### src/rtl/edicion_campos_rtc_if.sv
// edicion_campos_rtc_if
// Groups the front-panel buttons, mode inputs, RTC readback and edited values
// that pass between the time/date editor and its environment.
//   master : environment side (drives buttons, modes, readback; sees results)
//   slave  : editor side (sees buttons, modes, readback; drives results)
interface edicion_campos_rtc_if;
  logic       btn_editar;
  logic       btn_arriba;
  logic       btn_abajo;
  logic       btn_izq;
  logic       btn_der;
  logic       sel_ct;
  logic       doce_24;
  logic [7:0] Seg_in;
  logic [7:0] Min_in;
  logic [7:0] Hora_in;
  logic [7:0] Dia_in;
  logic [7:0] Mes_in;
  logic [7:0] Ano_in;
  logic [7:0] clk_seg;
  logic [7:0] clk_min;
  logic [7:0] clk_hora;
  logic [7:0] Dia;
  logic [7:0] Mes;
  logic [7:0] Ano;
  logic       CT;
  logic       WR;
  logic       editando;
  logic [2:0] campo;

  modport master (
    output btn_editar, btn_arriba, btn_abajo, btn_izq, btn_der,
    output sel_ct, doce_24,
    output Seg_in, Min_in, Hora_in, Dia_in, Mes_in, Ano_in,
    input  clk_seg, clk_min, clk_hora, Dia, Mes, Ano,
    input  CT, WR, editando, campo
  );

  modport slave (
    input  btn_editar, btn_arriba, btn_abajo, btn_izq, btn_der,
    input  sel_ct, doce_24,
    input  Seg_in, Min_in, Hora_in, Dia_in, Mes_in, Ano_in,
    output clk_seg, clk_min, clk_hora, Dia, Mes, Ano,
    output CT, WR, editando, campo
  );
endinterface

### src/rtl/edicion_campos_rtc.sv
// edicion_campos_rtc
// Button-driven BCD time/date editor feeding the RTC write machine.
// Debounces five buttons, loads the RTC readback, edits one field at a time
// with range-correct wrap, and issues a one-cycle WR on commit.
// Ports:
//   CLK   : system clock
//   Reset : asynchronous, active-high reset
//   bus   : edicion_campos_rtc_if.slave (buttons, modes, readback, results)
//
// state   | meaning
// --------+---------------------------------------------------------
// IDLE    | waiting for an editar press
// CARGA   | one cycle: latch sel_ct, load sanitised readback
// EDITA   | editing fields; editar commits, inactivity aborts
// COMMIT  | one cycle: WR asserted
module edicion_campos_rtc #(
  parameter int DEB_CYCLES     = 50000,
  parameter int TIMEOUT_CYCLES = 500000000
) (
  input logic                    CLK,
  input logic                    Reset,
  edicion_campos_rtc_if.slave    bus
);

  localparam int DW = $clog2(DEB_CYCLES + 1);
  localparam int TW = $clog2(TIMEOUT_CYCLES + 1);

  typedef enum logic [1:0] {S_IDLE, S_CARGA, S_EDITA, S_COMMIT} state_t;

  // ---------------- button conditioning ----------------
  // bit 4 editar, 3 arriba, 2 abajo, 1 izq, 0 der
  logic [4:0]    btn_raw;
  logic [4:0]    sync1_q, sync2_q;
  logic [DW-1:0] deb_q [5];
  logic [4:0]    press;

  assign btn_raw = {bus.btn_editar, bus.btn_arriba, bus.btn_abajo, bus.btn_izq, bus.btn_der};

  always_ff @(posedge CLK or posedge Reset) begin
    if (Reset) begin
      sync1_q <= '0;
      sync2_q <= '0;
      for (int i = 0; i < 5; i++) deb_q[i] <= '0;
    end else begin
      sync1_q <= btn_raw;
      sync2_q <= sync1_q;
      for (int i = 0; i < 5; i++) begin
        if (!sync2_q[i])
          deb_q[i] <= '0;
        else if (deb_q[i] != DW'(DEB_CYCLES))
          deb_q[i] <= deb_q[i] + DW'(1);  // saturates: one pulse per press
      end
    end
  end

  // Pulse on the cycle the counter steps onto DEB_CYCLES.
  always_comb begin
    press = '0;
    for (int i = 0; i < 5; i++)
      press[i] = sync2_q[i] && (deb_q[i] == DW'(DEB_CYCLES - 1));
  end

  // ---------------- BCD range helpers ----------------
  function automatic logic [6:0] rng_min(input logic [2:0] f, input logic hr12);
    case (f)
      3'd2:       rng_min = hr12 ? 7'd1 : 7'd0;
      3'd3, 3'd4: rng_min = 7'd1;
      default:    rng_min = 7'd0;
    endcase
  endfunction

  function automatic logic [6:0] rng_max(input logic [2:0] f, input logic hr12);
    case (f)
      3'd0, 3'd1: rng_max = 7'd59;
      3'd2:       rng_max = hr12 ? 7'd12 : 7'd23;
      3'd3:       rng_max = 7'd31;
      3'd4:       rng_max = 7'd12;
      default:    rng_max = 7'd99;
    endcase
  endfunction

  function automatic logic [6:0] bcd2bin(input logic [7:0] b);
    bcd2bin = 7'(b[7:4]) * 7'd10 + 7'(b[3:0]);
  endfunction

  function automatic logic [7:0] bin2bcd(input logic [6:0] v);
    bin2bcd = {4'(v / 7'd10), 4'(v % 7'd10)};
  endfunction

  function automatic logic valid_bcd(input logic [7:0] b, input logic [6:0] mn,
                                     input logic [6:0] mx);
    valid_bcd = (b[7:4] <= 4'd9) && (b[3:0] <= 4'd9) &&
                (bcd2bin(b) >= mn) && (bcd2bin(b) <= mx);
  endfunction

  // Out-of-range values (e.g. hour after a 12/24 switch) clamp to min before stepping.
  function automatic logic [7:0] bcd_step(input logic [7:0] b, input logic [2:0] f,
                                          input logic hr12, input logic up);
    logic [6:0] mn, mx, v;
    mn = rng_min(f, hr12);
    mx = rng_max(f, hr12);
    v  = valid_bcd(b, mn, mx) ? bcd2bin(b) : mn;
    if (up) v = (v == mx) ? mn : v + 7'd1;
    else    v = (v == mn) ? mx : v - 7'd1;
    bcd_step = bin2bcd(v);
  endfunction

  // ---------------- FSM ----------------
  state_t        state_q, state_d;
  logic [7:0]    fld_q [6];
  logic [7:0]    fld_d [6];
  logic [7:0]    fin   [6];
  logic          ct_q, ct_d;
  logic [2:0]    campo_q, campo_d;
  logic [TW-1:0] tmo_q, tmo_d;
  logic          hr12_edit, hr12_load;
  logic [2:0]    last_campo;

  assign fin[0] = bus.Seg_in;
  assign fin[1] = bus.Min_in;
  assign fin[2] = bus.Hora_in;
  assign fin[3] = bus.Dia_in;
  assign fin[4] = bus.Mes_in;
  assign fin[5] = bus.Ano_in;

  // Timer hours are always 00-23.
  assign hr12_edit  = !ct_q && bus.doce_24;
  assign hr12_load  = !bus.sel_ct && bus.doce_24;
  assign last_campo = ct_q ? 3'd2 : 3'd5;

  always_ff @(posedge CLK or posedge Reset) begin
    if (Reset) begin
      state_q <= S_IDLE;
      for (int i = 0; i < 6; i++) fld_q[i] <= 8'h00;
      ct_q    <= 1'b0;
      campo_q <= 3'd0;
      tmo_q   <= '0;
    end else begin
      state_q <= state_d;
      fld_q   <= fld_d;
      ct_q    <= ct_d;
      campo_q <= campo_d;
      tmo_q   <= tmo_d;
    end
  end

  always_comb begin
    state_d = state_q;
    fld_d   = fld_q;
    ct_d    = ct_q;
    campo_d = campo_q;
    tmo_d   = '0;
    case (state_q)
      S_IDLE: begin
        if (press[4]) state_d = S_CARGA;
      end
      S_CARGA: begin
        ct_d    = bus.sel_ct;
        campo_d = 3'd0;
        for (int i = 0; i < 6; i++) begin
          if (valid_bcd(fin[i], rng_min(3'(i), hr12_load), rng_max(3'(i), hr12_load)))
            fld_d[i] = fin[i];
          else
            fld_d[i] = bin2bcd(rng_min(3'(i), hr12_load));
        end
        state_d = S_EDITA;
      end
      S_EDITA: begin
        tmo_d = (|press) ? '0 : tmo_q + TW'(1);
        // Fixed priority: only the highest pulse this cycle acts.
        if (press[4]) begin
          state_d = S_COMMIT;
        end else if (press[3] || press[2]) begin
          for (int i = 0; i < 6; i++)
            if (campo_q == 3'(i))
              fld_d[i] = bcd_step(fld_q[i], 3'(i), hr12_edit, press[3]);
        end else if (press[1]) begin
          campo_d = (campo_q == 3'd0) ? last_campo : campo_q - 3'd1;
        end else if (press[0]) begin
          campo_d = (campo_q == last_campo) ? 3'd0 : campo_q + 3'd1;
        end else if (tmo_q == TW'(TIMEOUT_CYCLES - 1)) begin
          state_d = S_IDLE;
        end
      end
      S_COMMIT: begin
        state_d = S_IDLE;
      end
      default: state_d = S_IDLE;
    endcase
  end

  assign bus.clk_seg  = fld_q[0];
  assign bus.clk_min  = fld_q[1];
  assign bus.clk_hora = fld_q[2];
  assign bus.Dia      = fld_q[3];
  assign bus.Mes      = fld_q[4];
  assign bus.Ano      = fld_q[5];
  assign bus.CT       = ct_q;
  assign bus.WR       = (state_q == S_COMMIT);
  assign bus.editando = (state_q == S_CARGA) || (state_q == S_EDITA);
  assign bus.campo    = campo_q;

endmodule

### src/flat_wrapper.sv
// flat-port wrapper written by rule: the top's interface ports become plain ports
module edicion_campos_rtc_flat 
#(
  parameter int DEB_CYCLES     = 50000,
  parameter int TIMEOUT_CYCLES = 500000000
)
  (CLK, Reset, bus_btn_editar, bus_btn_arriba, bus_btn_abajo, bus_btn_izq, bus_btn_der, bus_sel_ct, bus_doce_24, bus_Seg_in, bus_Min_in, bus_Hora_in, bus_Dia_in, bus_Mes_in, bus_Ano_in, bus_clk_seg, bus_clk_min, bus_clk_hora, bus_Dia, bus_Mes, bus_Ano, bus_CT, bus_WR, bus_editando, bus_campo);
  edicion_campos_rtc_if bus_i ();
  input logic CLK;
  input logic Reset;
  input wire logic [$bits(bus_i.btn_editar)-1:0] bus_btn_editar;
  input wire logic [$bits(bus_i.btn_arriba)-1:0] bus_btn_arriba;
  input wire logic [$bits(bus_i.btn_abajo)-1:0] bus_btn_abajo;
  input wire logic [$bits(bus_i.btn_izq)-1:0] bus_btn_izq;
  input wire logic [$bits(bus_i.btn_der)-1:0] bus_btn_der;
  input wire logic [$bits(bus_i.sel_ct)-1:0] bus_sel_ct;
  input wire logic [$bits(bus_i.doce_24)-1:0] bus_doce_24;
  input wire logic [$bits(bus_i.Seg_in)-1:0] bus_Seg_in;
  input wire logic [$bits(bus_i.Min_in)-1:0] bus_Min_in;
  input wire logic [$bits(bus_i.Hora_in)-1:0] bus_Hora_in;
  input wire logic [$bits(bus_i.Dia_in)-1:0] bus_Dia_in;
  input wire logic [$bits(bus_i.Mes_in)-1:0] bus_Mes_in;
  input wire logic [$bits(bus_i.Ano_in)-1:0] bus_Ano_in;
  output wire logic [$bits(bus_i.clk_seg)-1:0] bus_clk_seg;
  output wire logic [$bits(bus_i.clk_min)-1:0] bus_clk_min;
  output wire logic [$bits(bus_i.clk_hora)-1:0] bus_clk_hora;
  output wire logic [$bits(bus_i.Dia)-1:0] bus_Dia;
  output wire logic [$bits(bus_i.Mes)-1:0] bus_Mes;
  output wire logic [$bits(bus_i.Ano)-1:0] bus_Ano;
  output wire logic [$bits(bus_i.CT)-1:0] bus_CT;
  output wire logic [$bits(bus_i.WR)-1:0] bus_WR;
  output wire logic [$bits(bus_i.editando)-1:0] bus_editando;
  output wire logic [$bits(bus_i.campo)-1:0] bus_campo;
  assign bus_i.btn_editar = bus_btn_editar;
  assign bus_i.btn_arriba = bus_btn_arriba;
  assign bus_i.btn_abajo = bus_btn_abajo;
  assign bus_i.btn_izq = bus_btn_izq;
  assign bus_i.btn_der = bus_btn_der;
  assign bus_i.sel_ct = bus_sel_ct;
  assign bus_i.doce_24 = bus_doce_24;
  assign bus_i.Seg_in = bus_Seg_in;
  assign bus_i.Min_in = bus_Min_in;
  assign bus_i.Hora_in = bus_Hora_in;
  assign bus_i.Dia_in = bus_Dia_in;
  assign bus_i.Mes_in = bus_Mes_in;
  assign bus_i.Ano_in = bus_Ano_in;
  assign bus_clk_seg = bus_i.clk_seg;
  assign bus_clk_min = bus_i.clk_min;
  assign bus_clk_hora = bus_i.clk_hora;
  assign bus_Dia = bus_i.Dia;
  assign bus_Mes = bus_i.Mes;
  assign bus_Ano = bus_i.Ano;
  assign bus_CT = bus_i.CT;
  assign bus_WR = bus_i.WR;
  assign bus_editando = bus_i.editando;
  assign bus_campo = bus_i.campo;
  edicion_campos_rtc #(.DEB_CYCLES(DEB_CYCLES), .TIMEOUT_CYCLES(TIMEOUT_CYCLES)) u_core (.CLK(CLK), .Reset(Reset), .bus(bus_i));
endmodule
### config.mk
export PLATFORM = sky130hd
export DESIGN_NAME = edicion_campos_rtc_flat
export DESIGN_NICKNAME = d
export VERILOG_FILES = /design/src/rtl/edicion_campos_rtc_if.sv /design/src/rtl/edicion_campos_rtc.sv /design/src/flat_wrapper.sv
export SDC_FILE = /design/constraint.sdc
export NUM_CORES = 1
export LEC_CHECK = 0
export BUFFER_PORTS_ARGS = -buffer_cell sky130_fd_sc_hd__buf_4
export CELL_PAD_IN_SITES_DETAIL_PLACEMENT = 1
export CELL_PAD_IN_SITES_GLOBAL_PLACEMENT = 2
export CORE_MARGIN = 2
export CORE_UTILIZATION = 41
export CTS_CLUSTER_DIAMETER = 150
export CTS_CLUSTER_SIZE = 12
export DETAILED_ROUTE_END_ITERATION = 10
export PLACE_DENSITY_LB_ADDON = 0.15
export RECOVER_POWER = 100
export SKIP_LAST_GASP = 1
export SYNTH_ARGS = -nofsm -noshare
export SYNTH_HDL_FRONTEND = slang
export SYNTH_SLANG_ARGS = --single-unit
export TNS_END_PERCENT = 50
### constraint.sdc
create_clock -name CLK -period 16.5 [get_ports CLK]
set_clock_uncertainty 0.1 [all_clocks]
set_input_delay 1.65 -clock CLK [delete_from_list [all_inputs] [get_ports CLK]]
set_output_delay 1.65 -clock CLK [all_outputs]
set_load 0.1 [all_outputs]
**Word-level counts from Yosys, hierarchy flattened**

Cells that the tools add are included.

- Add/sub/neg operators: 32
- Order comparisons: 48
- $mul: 12
- Eq/ne operators: 52
- Div/mod/pow operators: 24
- Multiplexer cells: 162
- Reduce and logical (&&, ||, !) cells: 59

Operators with widths:

| operator | number |
|---|---|
| $mux 7 | 116 |
| $mux 16 | 10 |
| $le 4x4->1 const B | 24 |
| $mux 48 | 2 |
| $mux 8 | 12 |
| $pmux 48 s2 | 1 |
| $add 7x4->7 | 12 |
| $div 7x4->7 const B | 12 |
| $eq 7x7->1 | 12 |
| $ge 7x7->1 | 12 |
| $le 7x7->1 | 12 |
| $mod 7x4->7 const B | 12 |
| $add 16x1->16 const B | 5 |
| $eq 16x16->1 const B | 5 |
| $ne 16x16->1 const B | 5 |
| $mul 4x3->6 const B | 12 |
| $mux 29 | 2 |
| $logic_and 1x1->1 | 43 |
| $add 7x1->7 const B | 6 |
| $sub 7x1->7 const B | 6 |
| $add 29x1->29 const B | 1 |
| $eq 29x29->1 const B | 1 |
| $reduce_and 4->1 | 7 |
| $mux 3 | 7 |
| other kinds (24) | 52 |

- Output and inout bits: 54
- Flip-flop bits (word level): 173
- Input port bits: 57
- Logic and storage cells: 406

**Longest topological paths before layout**

Gate-level depths: netlist (run 1).

- Depth after elaboration: 23
- Gate-level depth with buffers: 35
- Depth with buffers taken out: 34

**Worst setup path before layout (run 1)**

No wires, ideal clock.

- Path type: reg-to-reg
- From: register u_core.fld_q, in the netlist u_core.bus.Ano[7]
- To: register u_core.fld_q, in the netlist u_core.bus.Ano[1]
- Data arrival time: 7312 ps
- Clock period less this slack: 7496 ps
- Slack: 9004 ps
- Data required time: 16316 ps
- Buffers on the path: 1
- Cell stages (with the launch flop): 33
- Setup time: 84 ps
- Cells stage by stage: dfrtp_1 -> ha_1 -> ha_1 -> inv_1 -> fa_1 -> clkbuf_1 -> nor2b_1 -> a21boi_0 -> a21o_1 -> nor2_1 -> nand2_1 -> inv_1 -> ha_1 -> inv_1 -> a21oi_2 -> or4_4 -> o311a_1 -> nor2_1 -> nor2_1 -> a211oi_1 -> ha_1 -> nand2_1 -> or4_1 -> a211oi_2 -> a311oi_1 -> a211oi_1 -> a211oi_1 -> nor3_1 -> or2_1 -> ha_1 -> o211ai_2 -> or4b_1 -> a41oi_2

- Cells in the longest elaborated chain, start to end: 18
- Elaborated cells between the ends (all ways): 25
- Those cells by class: add/sub (3); mul (1); div (1); order compare (3); eq/ne (2); mux (12); reduce/logical (3)

RTL lines:

| element | RTL line | text |
|---|---|---|
| from (decl) | edicion_campos_rtc.sv:110 | `logic [7:0] fld_q [6];` |
| from (signal assigned) | edicion_campos_rtc.sv:140 | `fld_q <= fld_d;` |
| $mul 4x3->6 | edicion_campos_rtc.sv:83 | `bcd2bin = 7'(b[7:4]) * 7'd10 + 7'(b[3:0]);` |
| $add 7x4->7 | edicion_campos_rtc.sv:83 |  |
| $ge 7x7->1 | edicion_campos_rtc.sv:93 | `(bcd2bin(b) >= mn) && (bcd2bin(b) <= mx);` |
| $logic_and 1x1->1 | edicion_campos_rtc.sv:92 | `valid_bcd = (b[7:4] <= 4'd9) && (b[3:0] <= 4'd9) &&` |
| $logic_and 1x1->1 | edicion_campos_rtc.sv:93 |  |
| $mux 7 * | edicion_campos_rtc.sv:102 | `v = valid_bcd(b, mn, mx) ? bcd2bin(b) : mn;` |
| $sub 7x1->7 (tied with other cells) | edicion_campos_rtc.sv:104 | `else v = (v == mn) ? mx : v - 7'd1;` |
| $mux 7 (on tied branches) | edicion_campos_rtc.sv:104, edicion_campos_rtc.sv:103 |  |
| [2 not listed] | -- |  |
| $mux 7 * | edicion_campos_rtc.sv:173 | `end else if (press[3] \|\| press[2]) begin` |
| $mux 7 * | edicion_campos_rtc.sv:171 | `if (press[4]) begin` |
| $mux 7 * | edicion_campos_rtc.sv:153 | `case (state_q)` |
| $mod 7x4->7 * | edicion_campos_rtc.sv:87 | `bin2bcd = {4'(v / 7'd10), 4'(v % 7'd10)};` |
| $mux 8 * | edicion_campos_rtc.sv:175 | `if (campo_q == 3'(i))` |
| $mux 48 * | edicion_campos_rtc.sv:173 |  |
| $mux 48 * | edicion_campos_rtc.sv:171 |  |
| $pmux 48 s2 * | edicion_campos_rtc.sv:153 |  |

Mark *: on every way between the ends. The rest lies on a longest branch, timed or not. The select of a mux whose other input is x is not followed.
A chain may end at the register's enable or synchronous reset.

**Worst setup path after layout (run 1)**

- From: register u_core.fld_q, in the netlist u_core.bus.Ano[4]
- To: register u_core.fld_q, in the netlist u_core.bus.Ano[1]

The elaborated chain is that of the path after synthesis.

==> run summary, run 1 <==
Worst EP required -> 16.77 ns
drt total wl -> 46100 microns
CP startpoint -> u_core.bus.Ano[4]
Max Fanout on Critical Path -> 12
hold endpoint -> u_core.sync2_q[0]
Finished Layout Cells -> 2492
die height -> 201 microns
Clock Sinks -> 173
first-pass GRT wire length -> 77400 microns
sum of buffers and inverters on the critical path -> 2
status -> finished, violations left
Rel. slew slack -> -295%
register area share after synthesis -> 27.2%
peak supply drop -> 99.5 uV
DRC violations left -> 0
Worst-Margin Slew -> 5.89 ns
CTS Buf Count -> 17
main flop type after synthesis -> dfrtp_1
H-tree depth -> 4
share of cells above drive strength 1 -> 7.25%
Hold WC Path Type -> flip-flop to flip-flop
vias -> 14400
Clock transition at path regs -> 0.08 ns
row cnt -> 72
post-synthesis cell count -> 1883
core area -> 0.0385 sq mm
Post-CTS Setup Inserts -> 0
Initial Util -> 41.4%
fin crit period -> 8.67 ns
grt ovf -> 0
commonest non-fill, non-tap cell in the layout -> dfrtp_1
CTS tree -> built
Max Slew Vio Count -> 205
drt first-iter violations -> 508
Yosys Warn Count -> 0
DRT Pass-1 Iters -> 5
Slowest cell on crit path -> a311oi_1
Worst setup SP type -> flip-flop
R2R Setup Slk -> 7.83 ns
Post-DP Area -> 0.0172 sq mm
EDFF count, synth -> 0
FF-to-FF Start -> u_core.bus.Ano[4]
later-pin clock latency in the skew report -> 0.46 ns
CP delay by family, top -> compound AO/OA/AOI/OAI gates
Routed Antenna Nets -> 0
most frequent cells in the layout -> dfrtp_1, nand2_1, nor2_1
Root Driver -> clkbuf_16
Die X -> 201 microns
r2r worst-path depth -> 31
unrepaired setup endpoints after global routing -> false
Synth async-reset ratio -> 100%
post_cts resized -> 0
I/O Pins -> 111
Final nets -> 2181
final setup violation count -> 0
Arr. time, crit path -> 8.94 ns
Pleak -> 7.41 nW
Max stage delay on crit path -> 0.84 ns
Cell Area, Synth -> 0.0159 sq mm
fmax -> 115 MHz
final instance area -> 0.0175 sq mm
R2R Path End -> u_core.bus.Ano[1]
full die area -> 0.0404 sq mm
Max Cap Viol -> 3
Final Hold Fails -> 0
period utilization -> 52.6%
CTS max path bufs -> 2
Post-Route Setup TNS -> 0 ns
Yosys cell types -> 104
Inst Count DP -> 2458
Total GRT Usage -> 23.1%
failing checks -> max-capacitance violations, max-slew violations
largest net degree at the start of global routing -> 128
Crit. End Element -> flip-flop
WHS -> 0.255 ns
synthesized area per cell -> 8.46 sq um
DP HPWL -> 35000 microns
vias in the first global route -> 15100
post-synth net total -> 2105
crit-path most repeated cell -> ha_1
Pwr Total -> 978 uW
WHS Path Cells -> 0
synthesis-to-finish area growth -> 10.2%
initial antenna violation count -> 3
Hold Startpoint -> u_core.sync1_q[0]
WS Path Type -> flip-flop to flip-flop
Final Wtd Congestion -> 0.868
Hold Buf Count CTS -> 0
DR WL/cell -> 18.5 microns
Vias/cell -> 5.77
power per cell area -> 55.7 mW/mm^2
fill count -> 4735
PortBufs -> 110
register bit total from synthesis -> 173
worst max path at each step:
stage / cells past startpoint / endpoint
after floorplan: 32 / u_core.bus.Ano[1]
after global placement: 29 / u_core.bus.Ano[1]
after detailed placement: 29 / u_core.bus.Ano[1]
after CTS: 29 / u_core.bus.Ano[1]
after global routing: 31 / u_core.bus.Ano[1]
final: 31 / u_core.bus.Ano[1]
cell usage after synthesis (7+ instances only):
cell        n  area share (%)
a211oi_1   14            0.66
a21boi_0   16            0.75
a21o_1     25             1.2
a21oi_1   106             3.3
a22oi_1    12            0.57
a31oi_1    24            0.94
a32oi_1     9            0.49
a41oi_1     8            0.44
and2_1     83             3.3
and3_1     42             1.6
buf_2      11            0.35
clkbuf_1   41            0.97
dfrtp_1   173              27
fa_1       24             3.0
ha_1      141              11
inv_1     100             2.4
mux2_2      8            0.57
mux2i_1    17             1.1
nand2_1   165             3.9
nand2b_1   13            0.51
nand3_1    84             2.6
nand3b_1   10            0.47
nand4_1    38             1.5
nor2_1    151             3.6
nor2b_1    21            0.82
nor3_1     36             1.1
nor4_1     21            0.82
nor4b_1     8            0.44
o211ai_1   13            0.61
o21a_1      9            0.42
o21ai_0    91             2.9
o221ai_1   10            0.55
o22ai_1    11            0.43
o31a_1      7            0.38
o31ai_1    14            0.66
or2_2       9            0.35
or3_1      20            0.79
xnor2_1   101             5.6
xor2_1     52             2.9
sequential cells by signal (all words and copies together) (netlist names):
| name | flops |
|---|---|
| u_core.bus.CT | 1 |
| u_core.tmo_q | 29 |
| u_core.bus.campo | 3 |
| u_core.bus.Ano | 8 |
| u_core.deb_q | 80 |
| u_core.sync1_q | 5 |
| u_core.state_q | 2 |
| u_core.sync2_q | 5 |
| u_core.bus.clk_seg | 8 |
| u_core.bus.Mes | 8 |
| u_core.bus.Dia | 8 |
| u_core.bus.clk_min | 8 |
| u_core.bus.clk_hora | 8 |
stage by stage:
stage	setup slack (ns)	util (%)
floorplan	9.00	-
global placement	8.68	44.7
detailed placement	8.43	44.7
CTS	8.34	46.3
global route	7.09	45.6
finish	7.83	45.6
report_power, final:
part | leakage (nW) | switching, mW | total, mW | internal (mW)
Combinational | 4.94 | 0.0601 | 0.103 | 0.0433
Clock | 0.304 | 0.208 | 0.440 | 0.232
Sequential | 2.17 | 0.00621 | 0.434 | 0.428
worst register-to-register path, delay by kind of cell (launching register included):
kind                     cells  cell delay [ns]
adder cells (fa/ha/maj)      5             1.55
buffers and inverters        2             0.18
AND/OR/NAND/NOR             12             2.77
flip-flops                   1             0.42
XOR/XNOR                     1             0.16
AO/OA/AOI/OAI               11             3.40
metal layers:
metal	share of wire, %	vias to the layer above	GRT usage, %
met4	1.5	0	5.85
met1	49	7234	31.3
met3	2.1	38	2.79
met2	48	137	38.9
met5	0	-	0
li1	-	6966	-
final cells by class:
class	instances	area, sq um	area share [%]
multi-input combinational	1549	10900	62.2
sequential	173	4330	24.7
timing repair buffer	118	661	3.76
tap	518	648	3.69
clock buffer	17	425	2.42
inverter	100	377	2.15
clock inverter	15	196	1.12
antenna	2	5.00	0.0285
kinds of logic (layout without fill, tap and decap cells):
group	after synthesis	after routing	synth area share, %
buffers and inverters	161	250	4.09
flip-flops	173	173	27.2
adder cells (fa/ha/maj)	168	168	14.3
other	0	2	0
AO/OA/AOI/OAI	459	459	19.9
AND/OR/NAND/NOR	743	743	24.4
XOR/XNOR	154	154	8.52
multiplexers	25	25	1.63
No activity file was read; power rests on OpenSTA's default activity.
==> run 2, diff against run 1 <==
--- a/config.mk
+++ b/config.mk
@@ -9,7 +9,7 @@
 export CELL_PAD_IN_SITES_DETAIL_PLACEMENT = 1
 export CELL_PAD_IN_SITES_GLOBAL_PLACEMENT = 2
 export CORE_MARGIN = 2
-export CORE_UTILIZATION = 41
+export CORE_UTILIZATION = 35
 export CTS_CLUSTER_DIAMETER = 150
 export CTS_CLUSTER_SIZE = 12
 export DETAILED_ROUTE_END_ITERATION = 10
==> constraint.sdc (replaced) <==
create_clock -name CLK -period 7.93 [get_ports CLK]
set_clock_uncertainty 0.1 [all_clocks]
set_input_delay 0.793 -clock CLK [delete_from_list [all_inputs] [get_ports CLK]]
set_output_delay 0.793 -clock CLK [all_outputs]
set_load 0.1 [all_outputs]
==> run summary, run 2 (synthesis results as in run 1) <==
Pint -> 1.40 mW (was 704 uW)
DRT Pass-1 Iters -> 5 (unchanged)
number of antenna repair diodes -> 0 (was 2)
final instance area -> 0.0177 sq mm (was 0.0175 sq mm)
first-pass GRT wire length -> 78300 microns (was 77400 microns)
I/O Pins -> 111 (unchanged)
Slowest cell on crit path -> fa_2 (was a311oi_1)
Hold Buf Count CTS -> 0 (unchanged)
Max stage delay on crit path -> 0.53 ns (was 0.84 ns)
DP HPWL -> 35800 microns (was 35000 microns)
Vias/cell -> 5.51 (was 5.77)
combinational share of power -> 11.1% (was 10.6%)
Die X -> 217 microns (was 201 microns)
Hold Startpoint -> u_core.sync1_q[1] (was u_core.sync1_q[0])
Largest Register -> u_core.deb_q (unchanged)
Multi-input gate area -> 0.0110 sq mm (was 0.0109 sq mm)
FF-to-FF Start -> u_core.bus.Ano[5] (was u_core.bus.Ano[4])
CP delay by family, top -> simple AND/OR/NAND/NOR gates (was compound AO/OA/AOI/OAI gates)
sw frac -> 27.8% (was 28.0%)
Rel. slew slack -> -264% (was -295%)
DRC violations left -> 0 (unchanged)
Routed Antenna Nets -> 0 (unchanged)
sum of buffers and inverters on the critical path -> 3 (was 2)
final setup violation count -> 0 (unchanged)
Register Area -> 0.00433 sq mm (unchanged)
CTS Buf Count -> 17 (unchanged)
Worst-Margin Slew -> 5.46 ns (was 5.89 ns)
row cnt -> 78 (was 72)
drt first-iter violations -> 720 (was 508)
DR WL/cell -> 18.2 microns (was 18.5 microns)
unrepaired setup endpoints after global routing -> false (unchanged)
Root Driver -> clkbuf_16 (unchanged)
Initial Util -> 35.2% (was 41.4%)
Psw -> 537 uW (was 274 uW)
r2r worst-path depth -> 31 (unchanged)
vias in the first global route -> 14800 (was 15100)
fill count -> 5355 (was 4735)
Max Cap Viol -> 3 (unchanged)
status -> finished, violations left (unchanged)
peak supply drop -> 132 uV (was 99.5 uV)
Sequential Power Share -> 46.8% (was 44.4%)
failing checks -> max-capacitance violations, max-slew violations (unchanged)
Max Slew Vio Count -> 193 (was 205)
core area -> 0.0452 sq mm (was 0.0385 sq mm)
synthesis-to-finish area growth -> 11.2% (was 10.2%)
Post-Route Setup TNS -> 0 ns (unchanged)
drt total wl -> 46900 microns (was 46100 microns)
R2R Path End -> u_core.bus.Ano[1] (unchanged)
Crit. End Element -> flip-flop (unchanged)
Total GRT Usage -> 20.4% (was 23.1%)
period utilization -> 93.5% (was 52.6%)
R2R Setup Slk -> 0.51 ns (was 7.83 ns)
H-tree depth -> 4 (unchanged)
Post-DP Area -> 0.0174 sq mm (was 0.0172 sq mm)
share of cells above drive strength 1 -> 8.49% (was 7.25%)
hold endpoint -> u_core.sync2_q[1] (was u_core.sync2_q[0])
CTS tree -> built (unchanged)
power per cell area -> 109 mW/mm^2 (was 55.7 mW/mm^2)
Clock Sinks -> 173 (unchanged)
max reg flops -> 80 (unchanged)
full die area -> 0.0472 sq mm (was 0.0404 sq mm)
commonest non-fill, non-tap cell in the layout -> dfrtp_1 (unchanged)
CTS max path bufs -> 2 (unchanged)
Arr. time, crit path -> 7.72 ns (was 8.94 ns)
most frequent cells in the layout -> dfrtp_1, nand2_1, nor2_1 (unchanged)
WHS Path Cells -> 0 (unchanged)
Final Hold Fails -> 0 (unchanged)
die height -> 217 microns (was 201 microns)
later-pin clock latency in the skew report -> 0.49 ns (was 0.46 ns)
fmax -> 135 MHz (was 115 MHz)
PortBufs -> 110 (unchanged)
largest net degree at the start of global routing -> 115 (was 128)
Hold WC Path Type -> flip-flop to flip-flop (unchanged)
Final nets -> 2189 (was 2181)
WHS -> 0.249 ns (was 0.255 ns)
WS Path Type -> flip-flop to flip-flop (unchanged)
fin util -> 39.2% (was 45.6%)
grt ovf -> 0 (unchanged)
initial antenna violation count -> 1 (was 3)
clock share of power -> 42.1% (was 45.0%)
Clock transition at path regs -> 0.07 ns (was 0.08 ns)
Setup WS pre-CTS -> 0.123 ns (was 8.43 ns)
Final Wtd Congestion -> 0.868 (unchanged)
Largest regs -> u_core.deb_q (80), u_core.tmo_q (29) (unchanged)
Worst setup SP type -> flip-flop (unchanged)
Max Fanout on Critical Path -> 10 (was 12)
vias -> 14200 (was 14400)
fin crit period -> 7.42 ns (was 8.67 ns)
final worst setup slack -> 0.512 ns (was 7.83 ns)
crit-path most repeated cell -> ha_1 (unchanged)
Worst EP required -> 8.23 ns (was 16.77 ns)
Pleak -> 7.42 nW (was 7.41 nW)
run 2: cell types whose count changed in the layout (fill, tap and decap cells not counted), moves of 3 or more:
cell,previous run,this run
a211oi_1,15,12
inv_6,3,6
inv_8,5,1
buf_4,52,62
a211oi_2,4,7
run 2: how the worst max path moves through the flow:
stage | startpoint | endpoint | slack, ns | cells past startpoint
after floorplan | u_core.bus.Ano[7] | u_core.bus.Ano[1] | 0.43 | 32
after global placement | u_core.bus.Ano[5] | u_core.bus.Ano[1] | 0.40 | 31
after detailed placement | u_core.bus.Ano[5] | u_core.bus.Ano[1] | 0.12 | 31
after CTS | u_core.bus.Ano[5] | u_core.bus.Ano[1] | 0.08 | 31
after global routing | u_core.bus.Ano[5] | u_core.bus.Ano[1] | 0.03 | 31
final | u_core.bus.Ano[5] | u_core.bus.Ano[1] | 0.51 | 31
run 2: metal layers:
metal  track usage (%)  share of wire (%)  vias up
li1                  -                  -     6972
met1              27.8                 49     7091
met2              33.7                 47      127
met3              3.54                2.8       30
met4              4.86                1.2        0
met5                 0                  0        -
run 2: per-stage QoR:
step	std cells	total power, mW
detailed placement	2548	1.14
CTS	2579	1.97
floorplan	1883	1.06
global route	2579	2.03
finish	2579	1.93
global placement	2548	1.13
run 2: power by group through the flow:
stage | Clock, mW | Sequential [mW] | Combinational [mW]
2_1_floorplan | 0 | 0.919 | 0.140
3_3_place_gp | 0 | 0.921 | 0.212
3_5_place_dp | 0 | 0.922 | 0.219
4_1_cts | 0.848 | 0.904 | 0.221
5_1_grt | 0.881 | 0.907 | 0.245
6_report | 0.814 | 0.905 | 0.214
run 2: cell type report:
type / count / share of cell area [%]
timing repair buffer: 126 / 4.12
tap: 600 / 4.24
sequential: 173 / 24.4
clock inverter: 12 / 0.565
multi-input combinational: 1549 / 62.0
inverter: 100 / 2.13
clock buffer: 19 / 2.50
run 2: what timing repair did:
item,in CTS,in global routing
endpoints found under the setup margin,0,4
buffers inserted,0,0
gates resized for setup,0,16
